[src/rtl/mbadd_pkg.sv]
// ============================================================================
// Module      : mbadd_pkg
// Description : Shared types and helpers for the multibyte add sequencer.
// Revision    : 1.0 - initial release
// ============================================================================
`default_nettype none

package mbadd_pkg;

    localparam int BYTE_W = 8;

    typedef enum logic [1:0] {
        IDLE = 2'd0,
        ADD  = 2'd1,
        DONE = 2'd2
    } state_t;

    // Index width for a byte counter; never narrower than one bit.
    function automatic int clog2(input int n);
        int r;
        r = 0;
        for (int i = 0; i < 32; i++) begin
            if ((1 << r) < n) r = r + 1;
        end
        return (r < 1) ? 1 : r;
    endfunction

endpackage

`default_nettype wire

[src/rtl/eight_bit_adder.sv]
// ============================================================================
// Module      : eight_bit_adder
// Description : Combinational 8-bit adder with carry-in and carry-out.
// Revision    : 1.0 - initial release
// ============================================================================
`default_nettype none

module eight_bit_adder (
    input  logic [7:0] a_i,
    input  logic [7:0] b_i,
    input  logic       cin_i,
    output logic [7:0] sum_o,
    output logic       carry_o
);

    assign {carry_o, sum_o} = {1'b0, a_i} + {1'b0, b_i} + {8'd0, cin_i};

endmodule

`default_nettype wire

[src/rtl/multibyte_add_sequencer.sv]
// ============================================================================
// Module      : multibyte_add_sequencer
// Description : Adds two NBYTES-wide operands one byte per cycle through a
//               single eight_bit_adder, with valid/ready on both sides.
//               Optional signed-overflow output: define MULTIBYTE_ADD_OVF_EN.
// Revision    : 1.0 - initial release
// ============================================================================
`default_nettype none

module multibyte_add_sequencer
    import mbadd_pkg::*;
#(
    parameter int NBYTES = 4
) (
    input  logic                  clk,
    input  logic                  rst,
    input  logic                  start_valid,
    output logic                  start_ready,
    input  logic [8*NBYTES-1:0]   a,
    input  logic [8*NBYTES-1:0]   b,
    input  logic                  cin,
    output logic                  res_valid,
    input  logic                  res_ready,
    output logic [8*NBYTES-1:0]   sum,
    output logic                  cout,
    output logic                  busy
`ifdef MULTIBYTE_ADD_OVF_EN
    ,
    output logic                  ovf
`endif
);

    localparam int W  = BYTE_W * NBYTES;
    localparam int IW = clog2(NBYTES);
    localparam logic [IW-1:0] LAST_IDX = IW'(NBYTES - 1);

    state_t                          state_q, state_d;
    logic [NBYTES-1:0][BYTE_W-1:0]   a_q, a_d;
    logic [NBYTES-1:0][BYTE_W-1:0]   b_q, b_d;
    logic [NBYTES-1:0][BYTE_W-1:0]   work_q, work_d;
    logic [NBYTES-1:0][BYTE_W-1:0]   work_upd;
    logic [W-1:0]                    sum_q, sum_d;
    logic                            carry_q, carry_d;
    logic                            cout_q, cout_d;
    logic [IW-1:0]                   idx_q, idx_d;
    logic [BYTE_W-1:0]               add_sum;
    logic                            add_carry;
`ifdef MULTIBYTE_ADD_OVF_EN
    logic                            ovf_q, ovf_d;
`endif

    eight_bit_adder u_adder (
        .a_i     (a_q[idx_q]),
        .b_i     (b_q[idx_q]),
        .cin_i   (carry_q),
        .sum_o   (add_sum),
        .carry_o (add_carry)
    );

    always_comb begin
        state_d  = state_q;
        a_d      = a_q;
        b_d      = b_q;
        work_d   = work_q;
        sum_d    = sum_q;
        carry_d  = carry_q;
        cout_d   = cout_q;
        idx_d    = idx_q;
`ifdef MULTIBYTE_ADD_OVF_EN
        ovf_d    = ovf_q;
`endif
        // Working vector with the current byte merged in, so the DONE-entry
        // load of sum sees the final byte produced on that same edge.
        work_upd        = work_q;
        work_upd[idx_q] = add_sum;

        case (state_q)
            IDLE: begin
                if (start_valid) begin
                    a_d     = a;
                    b_d     = b;
                    carry_d = cin;
                    idx_d   = '0;
                    state_d = ADD;
                end
            end
            ADD: begin
                work_d  = work_upd;
                carry_d = add_carry;
                if (idx_q == LAST_IDX) begin
                    sum_d   = work_upd;
                    cout_d  = add_carry;
`ifdef MULTIBYTE_ADD_OVF_EN
                    ovf_d   = (a_q[NBYTES-1][BYTE_W-1] == b_q[NBYTES-1][BYTE_W-1]) &&
                              (work_upd[NBYTES-1][BYTE_W-1] != a_q[NBYTES-1][BYTE_W-1]);
`endif
                    state_d = DONE;
                end else begin
                    idx_d = idx_q + 1'b1;
                end
            end
            DONE: begin
                if (res_ready) state_d = IDLE;
            end
            default: state_d = IDLE;
        endcase
    end

    always_ff @(posedge clk or posedge rst) begin
        if (rst) begin
            state_q <= IDLE;
            a_q     <= '0;
            b_q     <= '0;
            work_q  <= '0;
            sum_q   <= '0;
            carry_q <= 1'b0;
            cout_q  <= 1'b0;
            idx_q   <= '0;
`ifdef MULTIBYTE_ADD_OVF_EN
            ovf_q   <= 1'b0;
`endif
        end else begin
            state_q <= state_d;
            a_q     <= a_d;
            b_q     <= b_d;
            work_q  <= work_d;
            sum_q   <= sum_d;
            carry_q <= carry_d;
            cout_q  <= cout_d;
            idx_q   <= idx_d;
`ifdef MULTIBYTE_ADD_OVF_EN
            ovf_q   <= ovf_d;
`endif
        end
    end

    // Ready is gated by rst so it stays low for the whole reset window.
    assign start_ready = (state_q == IDLE) && !rst;
    assign res_valid   = (state_q == DONE);
    assign busy        = (state_q != IDLE);
    assign sum         = sum_q;
    assign cout        = cout_q;
`ifdef MULTIBYTE_ADD_OVF_EN
    assign ovf         = ovf_q;
`endif

endmodule

`default_nettype wire

[config.mk]
export PLATFORM = sky130hd
export DESIGN_NAME = multibyte_add_sequencer
export DESIGN_NICKNAME = d
export VERILOG_FILES = /design/src/rtl/mbadd_pkg.sv /design/src/rtl/eight_bit_adder.sv /design/src/rtl/multibyte_add_sequencer.sv
export SDC_FILE = /design/constraint.sdc
export NUM_CORES = 1
export LEC_CHECK = 0
export ABC_CLOCK_PERIOD_IN_PS = 7300
export CAP_MARGIN = 40
export CORE_MARGIN = 8
export CORE_UTILIZATION = 45
export CTS_CLUSTER_DIAMETER = 120
export DETAILED_ROUTE_END_ITERATION = 10
export PLACE_DENSITY = 0.68
export SYNTH_ARGS = -nofsm -noshare
export SYNTH_HDL_FRONTEND = slang
export SYNTH_SLANG_ARGS = --single-unit
[constraint.sdc]
create_clock -name clk -period 7.3 [get_ports clk]
set_input_delay 0.73 -clock clk [delete_from_list [all_inputs] [get_ports clk]]
set_output_delay 0.73 -clock clk [all_outputs]
set_load 0.02 [all_outputs]
## Word level (Yosys, flattened, before mapping)

Cells that the tools add are included.

- Memories: 0
- Flip-flop bits (word level): 134
- Output and inout port bits: 36
- Latch bits: 0
- Bits in read-only memories: 0
- Word-level logic and storage cells: 56
- Bits of input ports: 69
- RAM bits: 0

- Eq/ne operators: 7
- $lt $le $gt $ge: 2
- Muxes and demuxes: 16
- Divide/modulo/power cells: 0
- Bitwise logic cells: 0
- Shifts and indexed selects: 0
- Multipliers: 0
- Reductions and logical operators: 11
- Add/subtract/negate cells: 3

Operator list:

| cell | number |
|---|---|
| $bmux W8 S2 | 2 |
| $bwmux W32 | 1 |
| $mux W8 | 3 |
| $demux W8 S2 | 1 |
| $mux W2 | 5 |
| $add A8 B8 Y9 | 1 |
| $add A9 B1 Y9 | 1 |
| $ne A2 B2 Y1 const B | 3 |
| $pmux W2 S3 | 1 |
| $reduce_and A2 Y1 | 3 |
| $reduce_and A3 Y1 | 2 |
| $eq A2 B2 Y1 const B | 2 |
| $pmux W2 S2 | 1 |
| $reduce_bool A2 Y1 | 2 |
| $lt A2 B3 Y1 const B | 1 |
| $add A2 B1 Y2 const B | 1 |
| $eq A2 B1 Y1 const B | 1 |
| $ge A2 B1 Y1 const B | 1 |
| $logic_and A1 B1 Y1 | 2 |
| $logic_not A2 Y1 | 1 |
| $ne A2 B1 Y1 const B | 1 |
| $pmux W1 S2 | 1 |
| $logic_not A1 Y1 | 1 |
| $mux W1 | 1 |

## Longest topological paths before layout

- Depth in word-level cells: 5
- Gate-level depth with buffers: 10
- Depth with buffers taken out: 9

## Cells and area by module

From an unflattened synthesis, not the netlist that was laid out.

- Cells, all modules: 376
- Area total of the unflattened synthesis: 6307.3 um^2

By module, submodules not included:

| module | area each (um^2) | times used | cells each |
|---|---|---|---|
| multibyte_add_sequencer | 5982.0 | 1 | 339 |
| eight_bit_adder | 325.3 | 1 | 37 |

## Least setup slack after synthesis

Ideal clock, no wire load.

- Path kind: reg-to-reg
- Start point: reg idx_q[0]
- End point: reg sum_q[15], in the netlist sum[15]
- Period minus slack after synthesis: 2.706 ns
- Arrival: 2.570 ns
- Data required time: 7.163 ns
- Cell stages (with the launch flop): 9
- Setup slack: 4.594 ns
- Cells stage by stage: dfrtp_1 buf_2 buf_4 mux4_2 ha_1 a21oi_1 o21ai_2 o311ai_4 o21ai_0

- Word-level cells in the longest chain between the ends: 5
- Elaborated cells between the ends (all ways): 14

RTL lines:

| element | RTL line | RTL |
|---|---|---|
| from (decl) | multibyte_add_sequencer.sv:45 | `logic [IW-1:0] idx_q, idx_d;` |
| from (signal assigned) | multibyte_add_sequencer.sv:130 | `idx_q <= idx_d;` |
| $bmux W8 S2 (tied with other cells) | multibyte_add_sequencer.sv:53 | `.a_i (a_q[idx_q]),` |
| $mux W8 (not written as such) (tied with other cells) | multibyte_add_sequencer.sv:53 |  |
| $add A8 B8 Y9 / $mux W8 (equally long branches) | eight_bit_adder.sv:16, multibyte_add_sequencer.sv:75 |  |
| $add A9 B1 Y9 / $demux W8 S2 (equally long branches) | eight_bit_adder.sv:16, multibyte_add_sequencer.sv:75 |  |
| $bwmux W32 | multibyte_add_sequencer.sv:75 | `work_upd[idx_q] = add_sum;` |
| to (signal assigned) | multibyte_add_sequencer.sv:127 | `sum_q <= sum_d;` |
| to (decl) | multibyte_add_sequencer.sv:42 | `logic [W-1:0] sum_q, sum_d;` |

Several ways; a longest one is shown, not always the timed one. The select of a mux whose other input is x is not followed.
A chain may end at the register's enable or synchronous reset.

## Final worst setup path

- Start point: reg idx_q[0]
- End point: reg carry_q

- Word-level cells in the longest chain between the ends: 5
- Elaborated cells between the ends (all ways): 7

RTL lines:

| element | RTL line | RTL |
|---|---|---|
| $bmux W8 S2 (on tied branches) | multibyte_add_sequencer.sv:53, multibyte_add_sequencer.sv:54 |  |
| $mux W8 (on tied branches) | multibyte_add_sequencer.sv:53, multibyte_add_sequencer.sv:54 |  |
| $add A8 B8 Y9 (*) | eight_bit_adder.sv:16 | `assign {carry_o, sum_o} = {1'b0, a_i} + {1'b0, b_i} + {8'd0, cin_i};` |
| $add A9 B1 Y9 (*) | eight_bit_adder.sv:16 |  |
| $pmux W1 S2 (*) | multibyte_add_sequencer.sv:77 | `case (state_q)` |
| to (signal assigned) | multibyte_add_sequencer.sv:128 | `carry_q <= carry_d;` |
| to (decl) | multibyte_add_sequencer.sv:43 | `logic carry_q, carry_d;` |

Mark *: on every way between the ends. The rest lies on a longest branch, timed or not. The select of a mux whose other input is x is not followed.

==> impl_metrics.ini <==
[worst_setup_path]
reg2reg_from = idx_q[0]
arrival_ns = 3.51
crit_path_top_delay_cell = mux4_2
crit_top_cell = fa_1
path_cells = buf_4 -> mux4_2 -> fa_1 -> inv_1 -> fa_1 -> nor2b_1 -> o211ai_1 -> a31oi_1 -> o21ai_0 -> a22oi_1
critPathLaunchType = register
r2r_slack_ns = 4.06
cp_data_required_time_ns = 7.57
endpoint_kind = register
critPathMaxFanout = 16
cpPeakStageDelay_ns = 0.57
worstSetupPathType = register to register
reg2reg_depth = 10
reg2reg_to = carry_q

[pwr]
peakVddDrop_v = 0.000265
p_leak_uw = 0.00313
power_uw = 4290
p_per_area_mw_per_mm2 = 575

[clock_network]
cts_tree = built
htree_levels = 4
cts-root-buf = clkbuf_16
cts_max_path_buffers = 2
post-cts-setup-buffer-count = 0
clk_pin_slew_ns = 0.06
cts_sinks = 126
cts_buffers = 17
clk-insertion-delay-late_ns = 0.41
cts_resized = 0
postCtsHoldBufs = 0

[drt]
drc = 0
wl_per_cell_um = 17.2
drt_iter0_drc = 155
viasPerCell = 5.09
drt_wl_total_um = 12600
antenna_left = 0
dr.pass1.iters = 4
dr_total_vias = 3745

[yosys]
seq_area_frac_synth_pct = 55.4
syn-num-nets = 530
synth.cell_area_mm2 = 0.00569
synth_fa_ha_area_share_pct = 3.12
synth-compound-area-share_pct = 8.58
synth_common_cells = 126 x dfrtp_1, 68 x mux2_2, 56 x nand2_1
yosys.cell_types.count = 37
yosysTopAreaCell = dfrtp_1
synth_edf_count = 0
ys_ff_latch = 126
yosys.area_share.simple_pct = 7.45
yosys-top-cells-area = dfrtp_1 55%, mux2_2 13%, mux4_2 6.3%, o21ai_0 4.8%, nand2_1 3.7%
async_flop_share_pct = 100
syn_inst = 448
yosysWarnings = 0
yosysTopAreaCellShare_pct = 55.4
synth_xor_area_share_pct = 1.21
synth_top_family_by_area = multiplexers
synth_mux_area_share_pct = 21.0
syn_avg_cell_area_um2 = 12.7
synthFlopType = dfrtp_1
synth_most_common_cell = dfrtp_1

[sta]
maxClockFrequency_mhz = 309
hold_violations = 0
hold_slack_ns = 0.468
period_share_pct = 44.4
fin_tns_setup_ns = 0
maxSlewViolCount = 0
setup_viol = 0
period_needed_ns = 3.24
fin_worst_skew_ns = 0.00629
slew_headroom_pct = 42.1
worstMarginPinSlew_ns = 0.869
rsz0062_at_grt = false

[global_route]
grt-ovfl-total = 0
grt_max_degree = 69
grt_usage_pct = 16.6
grt_pass1_wl_um = 21100
grt_pass1_vias = 4192
grt_antenna_before_repair = 0

[layout]
multi_input_area_mm2 = 0.00235
antenna_cells = 0
drive_gt1_share_pct = 22.9
fin_nets = 633
fillers = 1034
syn_to_final_growth_pct = 31.1
final_area_mm2 = 0.00746
seq_area_mm2 = 0.00315

[die]
rows = 41
chipWidth_um = 128
die_y_um = 128
pin_count = 105
start_util_pct = 45.6
die-area_mm2 = 0.0165
fp.coreArea_mm2 = 0.0125

[hold_path]
hold-path-endpoint = work_q[19]
hold_depth = 2
hold_path_class = register to register
holdCritStartpoint = work_q[19]

[place]
gp_congestion = 0.723
place_hpwl_um = 9230
portBuffers = 104
postPlaceCellArea_mm2 = 0.00686

[flow_run]
max_cap_violations = 0

[run_status]
status = finished clean
[layer usage]
metal  vias up  global-route usage, %  wire length (um)
li1       1793                      -                 -
met1      1836                   20.6              5670
met2        97                   26.4              6090
met3        19                   4.96               648
met4         0                   6.92               233
met5         -                      0                 0
[cells in the final DEF (no fill, tap or decap), drive strengths merged]
| cell type | instances |
|---|---|
| dfrtp | 126 |
| and2b | 1 |
| clkinv | 6 |
| mux2 | 68 |
| nor2 | 9 |
| a211oi | 1 |
| clkbuf | 17 |
| a22oi | 2 |
| and2 | 1 |
| o21ai | 57 |
| a21boi | 1 |
| nor3b | 15 |
| nand2b | 3 |
| a31oi | 1 |
| fa | 2 |
| buf | 5 |
| nand2 | 56 |
| o21bai | 1 |
| xor2 | 3 |
| o211ai | 2 |
| o311ai | 1 |
| a21o | 2 |
| nor2b | 1 |
| nand4 | 1 |
| a21oi | 19 |
| mux2i | 7 |
| xnor2 | 4 |
| mux4 | 16 |
| or2 | 2 |
| clkdlybuf4s50 | 104 |
| inv | 10 |
| clkinvlp | 6 |
| ha | 11 |
| bufinv | 3 |
[sequential cells by signal, summed over array words and instances (netlist names)]
| name | flops |
|---|---|
| a_q | 32 |
| b_q | 32 |
| carry_q | 1 |
| cout | 1 |
| idx_q | 2 |
| state_q | 2 |
| sum | 32 |
| work_q | 24 |
[worst max-delay path, delay by kind of cell, from the launching register on]
family	cells	cell delay, ns
AOI/OAI and AO/OA	4	0.79
buffers and inverters	2	0.45
and+or+nand+nor	1	0.08
DFF	1	0.51
adders and majority gates	2	0.69
muxes	1	0.57
[where the power goes]
| group | internal (uW) | leakage [uW] | switching, uW | total [uW] |
|---|---|---|---|---|
| Clock | 534 | 0.000277 | 312 | 846 |
| Sequential | 1050 | 0.00153 | 197 | 1240 |
| Combinational | 1000 | 0.00132 | 1200 | 2200 |
[metrics by stage]
| step | util, % | setup slack [ns] | cells |
|---|---|---|---|
| after global placement | 54.8 | 4.06 | 703 |
| after global routing | 59.8 | 3.71 | 736 |
| after detailed placement | 55.0 | 3.99 | 704 |
| final | 59.8 | 4.06 | 736 |
| after floorplan | - | 3.21 | 448 |
| after CTS | 59.8 | 3.98 | 736 |
[logic make-up (layout without fill, tap and decap cells)]
group / count (synthesis) / after routing
muxes: 91 / 91
AOI/OAI and AO/OA: 87 / 87
adders and majority gates: 13 / 13
and+or+nand+nor: 89 / 89
buffers and inverters: 35 / 151
DFF: 126 / 126
xor gates and xnor gates: 7 / 7
[layout make-up]
class | instances | share of cell area, %
Clock buffer | 17 | 5.70
Clock inverter | 15 | 2.31
Inverter | 10 | 0.537
Multi-Input combinational cell | 287 | 31.6
Sequential cell | 126 | 42.3
Tap cell | 172 | 2.88
Timing Repair Buffer | 109 | 14.7
[worst max-delay path by stage]
stage	start	end	slack, ns	cells after the start
finish	idx_q[0]	carry_q	4.06	10
global route	idx_q[0]	carry_q	3.71	10
detailed placement	idx_q[0]	carry_q	3.99	10
floorplan	rst	a_q[0]	3.21	1
global placement	idx_q[0]	carry_q	4.06	10
CTS	idx_q[0]	carry_q	3.98	10
Note: power is estimated with default switching activity, not from simulation.
